<file path="src/rtl/trigger_monitor.sv">
// Receive-side monitor for the periodic scan-trigger line: synchronises and deglitches it,
// then measures period and high width in clk8m cycles and flags period errors and lost triggers.
module trigger_monitor #(
   parameter logic [15:0] MIN_WIDTH = 16'd4,
   parameter logic [15:0] TOL       = 16'd2,
   parameter logic [15:0] TIMEOUT   = 16'hFFF0
) (
   input  logic        i_clk8m,
   input  logic        i_rst_n,
   input  logic        i_line_in,
   input  logic [15:0] i_exp_period,
   output logic [15:0] o_period_out,
   output logic [15:0] o_width_out,
   output logic        o_meas_valid,
   output logic        o_period_valid,
   output logic        o_period_err,
   output logic        o_trig_lost,
   output logic [15:0] o_pulse_cnt,
   output logic [7:0]  o_glitch_cnt
);

   typedef enum logic {
      S_WAIT = 1'b0,
      S_HIGH = 1'b1
   } state_t;

   state_t      r_state;
   state_t      w_next_state;

   logic        r_sync1;
   logic        r_line_s;
   logic        r_line_d;
   logic        w_rise;
   logic        w_fall;

   logic [15:0] r_per_cnt;
   logic [15:0] r_cand_cnt;
   logic [15:0] r_wid_cnt;
   logic [15:0] r_cand_per;
   logic        r_have_ref;

   logic        w_capture;
   logic        w_accept;
   logic        w_glitch;
   logic        w_timeout;

   logic [16:0] w_exp_full;
   logic [16:0] w_diff;
   logic        w_out_of_tol;

   function automatic logic [15:0] satInc(input logic [15:0] value);
      return (value == 16'hFFFF) ? value : value + 16'd1;
   endfunction

   always_ff @(posedge i_clk8m or negedge i_rst_n) begin
      if (!i_rst_n) begin
         r_sync1  <= 1'b0;
         r_line_s <= 1'b0;
         r_line_d <= 1'b0;
      end else begin
         r_sync1  <= i_line_in;
         r_line_s <= r_sync1;
         r_line_d <= r_line_s;
      end
   end

   assign w_rise = r_line_s & ~r_line_d;
   assign w_fall = ~r_line_s & r_line_d;

   always_ff @(posedge i_clk8m or negedge i_rst_n) begin
      if (!i_rst_n) begin
         r_state <= S_WAIT;
      end else begin
         r_state <= w_next_state;
      end
   end

   always_comb begin
      w_next_state = r_state;
      case (r_state)
         S_WAIT:  if (w_rise) w_next_state = S_HIGH;
         S_HIGH:  if (w_fall) w_next_state = S_WAIT;
         default: w_next_state = S_WAIT;
      endcase
   end

   // A rise in the same cycle as an expired timeout takes precedence over the timeout.
   always_comb begin
      w_capture = 1'b0;
      w_accept  = 1'b0;
      w_glitch  = 1'b0;
      w_timeout = 1'b0;
      case (r_state)
         S_WAIT: begin
            w_capture = w_rise;
            w_timeout = ~w_rise && (r_per_cnt >= TIMEOUT);
         end
         S_HIGH: begin
            w_accept = w_fall && (r_wid_cnt >= MIN_WIDTH);
            w_glitch = w_fall && (r_wid_cnt < MIN_WIDTH);
         end
         default: begin
            w_capture = 1'b0;
         end
      endcase
   end

   assign w_exp_full   = {1'b0, i_exp_period} + 17'd1;
   assign w_diff       = ({1'b0, r_cand_per} >= w_exp_full) ? ({1'b0, r_cand_per} - w_exp_full)
                                                             : (w_exp_full - {1'b0, r_cand_per});
   assign w_out_of_tol = w_diff > {1'b0, TOL};

   // per_cnt already holds cycles since the accepted rise, so it is the candidate period as-is.
   always_ff @(posedge i_clk8m or negedge i_rst_n) begin
      if (!i_rst_n) begin
         r_per_cnt  <= '0;
         r_cand_cnt <= '0;
         r_wid_cnt  <= '0;
         r_cand_per <= '0;
      end else begin
         if (w_accept) begin
            r_per_cnt <= satInc(r_cand_cnt);
         end else if (w_timeout) begin
            r_per_cnt <= '0;
         end else begin
            r_per_cnt <= satInc(r_per_cnt);
         end
         if (w_capture) begin
            r_cand_per <= r_per_cnt;
            r_cand_cnt <= 16'd1;
            r_wid_cnt  <= 16'd1;
         end else if (r_state == S_HIGH) begin
            r_cand_cnt <= satInc(r_cand_cnt);
            r_wid_cnt  <= satInc(r_wid_cnt);
         end
      end
   end

   always_ff @(posedge i_clk8m or negedge i_rst_n) begin
      if (!i_rst_n) begin
         o_period_out   <= '0;
         o_width_out    <= '0;
         o_meas_valid   <= 1'b0;
         o_period_valid <= 1'b0;
         o_period_err   <= 1'b0;
         o_trig_lost    <= 1'b0;
         o_pulse_cnt    <= '0;
         o_glitch_cnt   <= '0;
         r_have_ref     <= 1'b0;
      end else begin
         o_meas_valid   <= w_accept;
         o_period_valid <= w_accept && r_have_ref;
         if (w_accept) begin
            o_width_out <= r_wid_cnt;
            o_pulse_cnt <= o_pulse_cnt + 16'd1;
            o_trig_lost <= 1'b0;
            r_have_ref  <= 1'b1;
            if (r_have_ref) begin
               o_period_out <= r_cand_per;
               o_period_err <= w_out_of_tol;
            end
         end else if (w_timeout) begin
            o_trig_lost <= 1'b1;
            r_have_ref  <= 1'b0;
         end
         if (w_glitch && (o_glitch_cnt != 8'hFF)) begin
            o_glitch_cnt <= o_glitch_cnt + 8'd1;
         end
      end
   end

endmodule

</file>
<file path="config.mk">
export PLATFORM = sky130hd
export DESIGN_NAME = trigger_monitor
export DESIGN_NICKNAME = d
export VERILOG_FILES = /design/src/rtl/trigger_monitor.sv
export SDC_FILE = /design/constraint.sdc
export NUM_CORES = 1
export LEC_CHECK = 0
export CAP_MARGIN = 40
export CORE_MARGIN = 10
export CORE_UTILIZATION = 46
export DETAILED_ROUTE_END_ITERATION = 10
export PLACE_DENSITY = 0.67
export RECOVER_POWER = 50
export SETUP_SLACK_MARGIN = 0.5
export SYNTH_ARGS = -nofsm -noshare
export SYNTH_HDL_FRONTEND = slang
export SYNTH_SLANG_ARGS = --single-unit
export TNS_END_PERCENT = 20
</file>
<file path="constraint.sdc">
create_clock -name i_clk8m -period 3.8 [get_ports i_clk8m]
set_clock_uncertainty 0.1 [all_clocks]
set_input_delay 0.57 -clock i_clk8m [delete_from_list [all_inputs] [get_ports i_clk8m]]
set_output_delay 0.57 -clock i_clk8m [all_outputs]
set_load 0.03 [all_outputs]
</file>
==> flow_summary.json <==
{
  "wl_mm": 20.59,
  "synthArstFlopShare": 1.000,
  "syn_area_per_cell_sq_um": 8.746,
  "synth_top_cells_by_count": "152 x nand2_1, 129 x dfrtp_1, 80 x o21ai_0",
  "cp-start-kind": "input pin",
  "fill_cells": 1391,
  "cts.sinks": 129,
  "finalNetCount": 1143,
  "ant_nets": 0,
  "clockRootBuffer": "clkbuf_16",
  "synthFlopType": "dfrtp_1",
  "synth.distinct_cells": 60,
  "drtIter0Drc": 487,
  "synth_top_family_by_area": "simple AND/OR/NAND/NOR gates",
  "syn_inst": 875,
  "leakagePower_nw": 4.874,
  "synth_mux_area_frac": 0.01946,
  "core_sq_um": 16470,
  "finalMaxSlewViolations": 142,
  "yosysMostFrequentCell": "nand2_1",
  "yosys_warnings": 0,
  "die_height_um": 149.0,
  "hold_viol": 0,
  "cts_tree": "done",
  "rows": 47,
  "status": "finished with violations",
  "place_congestion": 0.9464,
  "wire_per_inst_um": 15.65,
  "num_antenna_cells": 0,
  "io_buffers": 78,
  "tightest_slew_ns": 2.254,
  "start_util": 0.4647,
  "grt_overflow": 0,
  "num_vias": 6856,
  "synth_adder_area_share": 0.06900,
  "drc": 0,
  "seq_area_sq_um": 3228,
  "crit_type": "input pin to register",
  "worstSkewPairLatency_ns": 0.42,
  "grt_max_degree": 94,
  "layout_setup_ws_ns": -0.1842,
  "dp_hpwl_mm": 15.27,
  "die_area_sq_um": 22200,
  "via_per_inst": 5.210,
  "synthSimpleGateAreaFrac": 0.2083,
  "synth-seq-cells": 129,
  "synth_nets": 935,
  "seq_area_frac_synth": 0.4218,
  "antenna_found_initial": 0,
  "hold_depth": 0,
  "max_freq_ghz": 0.2510,
  "synth.cell_area_sq_um": 7652,
  "slew_headroom": -0.5029,
  "cts_buffers": 17,
  "p_per_area_nw_per_um2": 494.5,
  "final_cells": 1316,
  "synth-edff-count": 0,
  "grt_usage": 0.1859,
  "dp_cells": 1261,
  "grt_pass1_wl_mm": 33.86,
  "clk_pin_slew_worst_paths_ns": 0.07,
  "max-cap-violations": 2,
  "critPathMaxFanout": 4,
  "yosys.area.top_type": "dfrtp_1",
  "worst_r2r_path_depth": 16,
  "max-vdd-ir-drop_mv": 0.3327,
  "dieWidth_um": 149.0,
  "setup_viol": 1,
  "synth_top_area_frac": 0.4218,
  "synth_compound_area_frac": 0.1481,
  "htree_levels": 4,
  "crit_required_ns": 4.01,
  "cts.path.max_buffers": 2,
  "design_area_sq_um": 10430,
  "dr.pass1.iters": 5,
  "endpoint_kind": "register",
  "synth.area.top_cells": "dfrtp_1 42%, nand2_1 7.5%, ha_1 6.4%",
  "ioPinCount": 79,
  "syn_to_final_growth_pct": 36.35,
  "final_layout_size_suffix_gt1_frac": 0.2062,
  "grt_pass1_vias": 6883,
  "hold_path.class": "register to register",
  "synth_xor_area_frac": 0.08927,
  "cp_data_arrival_time_ns": 4.20,
  "period_needed_ns": 3.984,
  "dpl_cell_area_sq_um": 9528,
  "multi_input_area_sq_um": 4338,
  "failed_checks": "capacitance limit, slew limit, setup timing",
  "min_period_over_period": 1.048,
  "grt_setup_unrepaired": "true"
}
==> state kept, by name, summed over array words and instances (netlist names) <==
name,count
o_glitch_cnt,8
o_meas_valid,1
o_period_err,1
o_period_out,16
o_period_valid,1
o_pulse_cnt,16
o_trig_lost,1
o_width_out,16
r_cand_cnt,16
r_cand_per,16
r_have_ref,1
r_line_d,1
r_line_s,1
r_per_cnt,16
r_state,1
r_sync1,1
r_wid_cnt,16
==> critical path, cell delays in order <==
cell      delay (ns)
buf_6           0.07
and4_4          0.23
and2_4          0.14
and3_4          0.21
nand4_1         0.13
xnor2_1         0.25
inv_1           0.07
ha_1            0.21
a21oi_2         0.23
o21ai_2         0.11
nor2_2          0.17
a31oi_4         0.12
o21ai_4         0.25
buf_6           0.14
buf_4           0.10
buf_4           0.12
mux2_4          0.32
a211oi_4        0.21
a21oi_2         0.08
xnor2_1         0.13
o32a_1          0.34
==> layout make-up <==
class | instances | share of cell area
repair buffers | 222 | 0.1760
clock inverters | 15 | 0.01367
inverters | 50 | 0.01799
multi-input cells | 663 | 0.4158
flip-flops and latches | 129 | 0.3094
clock buffers | 17 | 0.04077
well taps | 220 | 0.02638
==> repair_timing <==
action / in CTS / in global routing
pin swaps: 23 / 23
buffers inserted: 17 / 5
gates cloned: 1 / 0
endpoints found under the hold margin: 0 / 0
setup endpoints to repair: 1 / 1
gates resized for setup: 54 / 23
hold buffers: 0 / 0
==> through the flow <==
step | power (mW) | setup TNS, ns | setup WS (ns) | hold WS (ns) | util
after CTS | 5.164 | -0.2101 | -0.2101 | 0.07888 | 0.6274
after detailed placement | 3.568 | -1.223 | -1.223 | 0.2443 | 0.5786
after global placement | 3.546 | -1.132 | -1.132 | 0.2353 | 0.5765
final | 5.160 | -0.1842 | -0.1842 | 0.2586 | 0.6337
after floorplan | 2.802 | -0.2544 | -0.2544 | 0.1744 | -
after global routing | 5.466 | -0.3408 | -0.3408 | 0.2623 | 0.6337
==> where the power goes <==
part	internal [mW]	leakage, nW	switching (mW)
Combinational	0.818	2.87	0.997
Clock	0.865	0.270	0.694
Sequential	1.58	1.74	0.207
==> worst paths after layout <==
path	from	end	slack [ns]
worst max register to register	r_cand_per[1]	o_period_err	0.09
worst max-delay path	i_exp_period[3]	o_period_err	-0.18
max in group asynchronous	i_rst_n	r_cand_per[10]	0.79
worst min register to register	r_sync1	r_line_s	0.26
worst min-delay path	r_sync1	r_line_s	0.26
min in group asynchronous	i_rst_n	r_cand_cnt[6]	0.93
==> logic make-up after synthesis <==
kind of cell	Yosys count
and+or+nand+nor	339
AOI/OAI and AO/OA	191
DFF	129
buffers and inverters	83
xor gates and xnor gates	78
adders and majority gates	41
muxes	14
==> cell usage in the layout, fill, tap and decap left out, types with 7 or more instances in the layout <==
master,instances
a21o_1,10
a21oi_1,46
and2_1,10
and3_1,21
buf_4,136
clkbuf_16,17
clkdlybuf4s50_1,59
dfrtp_1,129
ha_1,33
inv_1,50
nand2_1,151
nand2b_1,8
nand3_1,27
nand4_1,24
nor2_1,47
nor3_1,13
o21ai_0,80
or3_1,7
xnor2_1,44
xor2_1,33
==> layer usage <==
| metal | vias up | GRT usage | share of wire |
|---|---|---|---|
| li1 | 3436 | - | - |
| met1 | 3253 | 0.2430 | 0.47 |
| met2 | 139 | 0.3043 | 0.48 |
| met3 | 28 | 0.03155 | 0.034 |
| met4 | 0 | 0.06477 | 0.020 |
| met5 | - | 0 | 0 |
Note: power is estimated with default switching activity, not from simulation.
